--- src/rtl/stage_decode_param.sv ---
// stage_decode_param: ID stage with a built-in register file, writeback bypass and a
// one-cycle bubble on load-use hazards against a load sitting in ID.
module stage_decode_param #(
    parameter int XLEN    = 32,
    parameter int NREGS   = 32,
    parameter int NWB     = 2,
    parameter int ZERO_R0 = 1
) (
    input  logic                clock,
    input  logic                reset,
    input  logic                stall,
    input  logic                flush,
    input  logic [NWB-1:0]      wb_en,
    input  logic [NWB*8-1:0]    wb_rw,
    input  logic [NWB*XLEN-1:0] wb_data,
    input  logic                if_valid,
    input  logic [31:0]         if_instr,
    input  logic [31:0]         if_pc,
    output logic                id_valid,
    output logic [7:0]          id_op,
    output logic [7:0]          id_rw,
    output logic [7:0]          id_r1,
    output logic [7:0]          id_r2,
    output logic [15:0]         id_imm,
    output logic [XLEN-1:0]     id_v1,
    output logic [XLEN-1:0]     id_v2,
    output logic [31:0]         id_pc,
    output logic                hazard_stall
);
    localparam int RW = $clog2(NREGS);
    localparam logic [7:0] OP_ADD = 8'h01, OP_SUB = 8'h02, OP_AND = 8'h03,
                           OP_WRL = 8'h10, OP_RDL = 8'h11;

    logic [XLEN-1:0] rf [NREGS];
    logic [7:0]      op, rw, r1, r2;
    logic            reg_src;
    logic [XLEN-1:0] v1, v2;

    assign {op, rw, r1, r2} = if_instr;
    assign reg_src = op inside {OP_ADD, OP_SUB, OP_AND, OP_WRL, OP_RDL};

    // Later writeback ports override earlier ones; r0 forcing overrides everything.
    function automatic logic [XLEN-1:0] read(input logic [7:0] r);
        logic [XLEN-1:0] v;
        v = rf[r[RW-1:0]];
        for (int i = 0; i < NWB; i++)
            if (wb_en[i] && wb_rw[8*i +: RW] == r[RW-1:0])
                v = wb_data[XLEN*i +: XLEN];
        return (ZERO_R0 != 0 && r[RW-1:0] == '0) ? '0 : v;
    endfunction

    assign v1 = reg_src ? read(r1) : XLEN'(r1);
    assign v2 = reg_src ? read(r2) : XLEN'(r2);

    assign hazard_stall = !reset && if_valid && id_valid && id_op == OP_RDL && reg_src
        && (id_rw[RW-1:0] == r1[RW-1:0] || id_rw[RW-1:0] == r2[RW-1:0])
        && !(ZERO_R0 != 0 && id_rw[RW-1:0] == '0);

    always_ff @(posedge clock) begin
        if (reset) begin
            for (int k = 0; k < NREGS; k++)
                rf[k] <= '0;
        end else begin
            for (int i = 0; i < NWB; i++)
                if (wb_en[i] && !(ZERO_R0 != 0 && wb_rw[8*i +: RW] == '0))
                    rf[wb_rw[8*i +: RW]] <= wb_data[XLEN*i +: XLEN];
        end
    end

    always_ff @(posedge clock) begin
        if (reset || (!stall && (flush || hazard_stall))) begin
            {id_valid, id_op, id_rw, id_r1, id_r2, id_imm, id_v1, id_v2, id_pc} <= '0;
        end else if (!stall) begin
            id_valid <= if_valid;
            id_op    <= op;
            id_rw    <= rw;
            id_r1    <= r1;
            id_r2    <= r2;
            id_imm   <= if_instr[15:0];
            id_v1    <= v1;
            id_v2    <= v2;
            id_pc    <= if_pc;
        end
    end
endmodule

--- config.mk ---
export PLATFORM = sky130hd
export DESIGN_NAME = stage_decode_param
export DESIGN_NICKNAME = d
export VERILOG_FILES = /design/src/rtl/stage_decode_param.sv
export SDC_FILE = /design/constraint.sdc
export NUM_CORES = 2
export LEC_CHECK = 0
export CAP_MARGIN = 20
export CORE_UTILIZATION = 51
export CTS_CLUSTER_DIAMETER = 50
export DETAILED_ROUTE_END_ITERATION = 12
export HOLD_SLACK_MARGIN = 0.12
export PLACE_DENSITY = 0.69
export SYNTH_ARGS = -nofsm -noshare
export SYNTH_HDL_FRONTEND = slang
export SYNTH_SLANG_ARGS = --single-unit
--- constraint.sdc ---
create_clock -name clock -period 13.6 [get_ports clock]
set_input_delay 3.4 -clock clock [delete_from_list [all_inputs] [get_ports clock]]
set_output_delay 3.4 -clock clock [all_outputs]
set_load 0.02 [all_outputs]
==> run_results.csv <==
group,metric,value,unit
timing,tightest_slew,1.523,ns
floorplan,die-area,128000,um2
power_and_ir_drop,powerDensity,123.1,nW/um2
hold_path,min-delay-start,"id_pc[22]",
setup_path,startpoint_type,"input port",
grt,grt_pass1_wl,344.9,mm
timing,maxSlewHeadroom,-1.504,%
timing,rsz0062_at_grt,"no",
hold_path,min_path_type,"register to register",
setup_path,cp-end-kind,"output pin",
clock_network,cts_buffer_depth,3,
final_layout,final_cell_count_no_fill,6414,
timing,tns,0,ns
clock_network,cts_setup_buffers,0,
setup_path,crit_top_cell,"clkdlybuf4s50_1",
synth,synth_compound_area_share,19.80,%
timing,setup_viol,0,
place,routabilityCongestion,0.8779,
power_and_ir_drop,seqPwrFrac,45.9,%
power_and_ir_drop,power.total,9047,uW
setup_path,rr_worst_depth,7,
setup_path,crit_chain,"clkdlybuf4s50_1, a211oi_1, o211ai_1, nor3_1, and2_1, clkdlybuf4s50_1",
grt,grt_pass1_vias,48590,
timing,period_minus_slack,9.155,ns
clock_network,cts_resized,0,
routing,drtIter0Drc,8193,
synth,synth_flop_cell,"edfxtp_1",
hold_path,worstHoldEndpoint,"id_pc[22]",
routing,drt_wl_total,246.1,mm
routing,vias,49700,
clock_network,clk_latency,0.77,ns
setup_path,reg2reg_to,"id_v2[17]",
routing,drt-pass1-iter-count,7,
floorplan,die_w,357.7,um
power_and_ir_drop,vdd_drop_max,0.00008525,V
synth,syn_inst,4704,
job,cap_violations,0,
power_and_ir_drop,power.leakage,0.02560,uW
power_and_ir_drop,power.share.combinational,13.2,%
final_layout,num_antenna_cells,0,
synth,synth_top_family_by_area,"compound AO/OA/AOI/OAI gates",
synth,synth_simple_gate_area_share,3.750,%
synth,synthArstFlopShare,0,%
setup_path,worstPathRequired,10.20,ns
timing,fin_crit_sh,67.32,%
setup_path,worst_path_largest_cell_delay,0.62,ns
setup_path,cp_max_fo,3,
floorplan,rows,130,
timing,timing.fmax,109.2,MHz
setup_path,crit_family,"buffers and inverters",
synth,synth_fa_ha_area_share,0,%
setup_path,path_class,"input port to output pin",
grt,antenna_found_initial,3,
final_layout,nNetsFinal,4803,
power_and_ir_drop,p_clk_share,40.9,%
timing,finalClockSkew,0.03363,ns
grt,track_usage,37.96,%
setup_path,arrival,5.76,ns
outcome,violations,"slew limit",
synth,syn_area,64530,um2
floorplan,start_util,51.39,%
synth,synth_edf_count,1024,
clock_network,h-tree-depth,4,
place,placed_cells,6162,
floorplan,ios,297,
power_and_ir_drop,p_sw_share,26.00,%
synth,synth-seq-cells,1153,
synth,synth_xor_area_share,0.4072,%
final_layout,area_growth_syn_to_layout,13.92,%
setup_path,crit_buf_inv,2,
timing,finalHoldViolCount,0,
timing,final_max_slew_viol_count,1,
place,io_buffers,290,
timing,holdWs,0.4893,ns
clock_network,cts_root_buf,"clkbuf_16",
setup_path,r2r_start,"id_rw[1]",
hold_path,hold_depth,2,
synth,yosysSeqAreaShare,51.65,%
outcome,outcome,"complete, but fails checks",
power_and_ir_drop,p_sw,2352,uW
floorplan,core_area,125600,um2
power_and_ir_drop,intPower,6695,uW
synth,synth_cell_types,54,
synth,postSynthAreaPerCell,13.72,um2
floorplan,die_h,357.7,um
setup_path,rrSetupSlack,10.57,ns
routing,ant_nets,0,
final_layout,drive_gt1_share,23.11,%
clock_network,cts_made_buffers,138,
synth,synthMuxAreaShare,19.23,%
grt,gr-total-overflow,0,
place,hpwl,134.8,mm
routing,drc,0,
clock_network,tritoncts,"done",
clock_network,clkTransAtPathRegs,0.06,ns
synth,yosys_warnings,0,
routing,vias_per_cell,7.749,
clock_network,hold_buffers,0,
grt,grt_max_degree,113,
clock_network,cts_sinks,1153,
setup_path,cpMaxStageDelayCell,"clkdlybuf4s50_1",
routing,wl_per_cell,38.38,um
worst reg2reg max path, delay by kind of cell, from the launching register on:
kind	cells	cell delay [ns]
buf+inv	1	0.75
simple gates	2	0.68
compound gates	4	1.13
flops	1	0.40
placed cells by master, fill, tap and decap left out, types with 12 or more instances in the layout:
master,count
mux4_2,454
clkbuf_1,29
nor2b_1,12
o21ai_0,64
clkinv_2,17
a221oi_1,48
clkdlybuf4s50_1,278
o311a_1,48
nor2_1,240
a21o_1,48
xnor2_1,22
o221ai_4,24
buf_4,214
mux2i_1,110
a22oi_1,145
edfxtp_1,1024
mux2_2,96
a211o_1,12
conb_1,32
nor3_2,29
clkinv_1,20
nor3_1,54
o22ai_1,49
clkbuf_16,146
a22o_1,992
nor2_4,35
dfxtp_1,129
a21oi_1,82
nand2_1,121
Yosys cell counts, types with 37 or more instances:
cell type / n / share of area [%]
edfxtp_1: 1024 / 48
a22o_1: 992 / 13
clkbuf_1: 458 / 2.7
mux4_2: 454 / 16
nor2_1: 275 / 1.6
a22oi_1: 145 / 1.7
buf_2: 136 / 1.1
dfxtp_1: 129 / 4.0
nand2_1: 121 / 0.70
mux2i_1: 110 / 1.7
mux2_2: 96 / 1.7
nor3_1: 83 / 0.64
a21oi_1: 82 / 0.64
o21ai_0: 71 / 0.55
o22ai_1: 49 / 0.48
a21o_1: 48 / 0.56
a221oi_1: 48 / 0.65
o311a_1: 48 / 0.74
buf_1: 41 / 0.24
buf_4: 37 / 0.43
cell families (layout without fill, tap and decap cells):
| logic type | count (synthesis) | after routing |
|---|---|---|
| other | 1 | 32 |
| and+or+nand+nor | 556 | 556 |
| DFF | 1153 | 1153 |
| muxes | 660 | 660 |
| AOI/OAI and AO/OA | 1564 | 1564 |
| buffers and inverters | 740 | 769 |
| xor gates and xnor gates | 30 | 30 |
how the worst max path moves through the flow:
stage	startpoint	end	slack, ns	cells after the start
3_3_place_gp	if_instr[28]	hazard_stall	4.42	6
3_5_place_dp	if_instr[28]	hazard_stall	4.38	6
5_1_grt	if_instr[28]	hazard_stall	4.32	6
2_1_floorplan	if_instr[3]	hazard_stall	5.94	5
6_report	if_instr[28]	hazard_stall	4.44	6
4_1_cts	if_instr[28]	hazard_stall	4.36	6
stage by stage:
step	utilization [%]	setup slack, ns	area, um2
2_1_floorplan	-	5.938	64640
3_3_place_gp	54.94	4.417	68990
3_5_place_dp	54.95	4.380	69000
4_1_cts	58.54	4.363	73510
5_1_grt	58.54	4.324	73510
6_report	58.54	4.445	73510
power groups by stage:
stage	Sequential, uW	Combinational, uW	Clock [uW]
2_1_floorplan	4210	722	0
3_3_place_gp	4200	1140	0
3_5_place_dp	4220	1150	0
4_1_cts	4150	1150	3710
5_1_grt	4170	1220	3830
6_report	4160	1190	3700
registers in the layout, indices dropped and copies added, names as in the netlist:
signal    flops
id_valid      1
rf         1024
id_r2         7
id_pc        32
id_imm        1
id_v1        32
id_v2        32
id_op         8
id_rw         8
id_r1         8
final cells by class:
type / instances / area [um2]
multi-input cells: 2842 / 29010
repair buffers: 505 / 4546
fillers: 9633 / 52060
clock buffers: 185 / 3900
clock inverters: 67 / 611.8
flip-flops and latches: 1153 / 33330
inverters: 12 / 45.04
well taps: 1650 / 2064
layer usage:
| layer | GRT usage (%) | share of wire, % | vias up | wire length [um] |
|---|---|---|---|---|
| li1 | - | - | 19250 | - |
| met1 | 47.69 | 33 | 24740 | 81940 |
| met2 | 57.26 | 44 | 4739 | 108700 |
| met3 | 11.94 | 15 | 969 | 37840 |
| met4 | 23.79 | 7.1 | 4 | 17600 |
| met5 | 0.07407 | 0.011 | - | 26 |
Note: power is estimated with default switching activity, not from simulation.
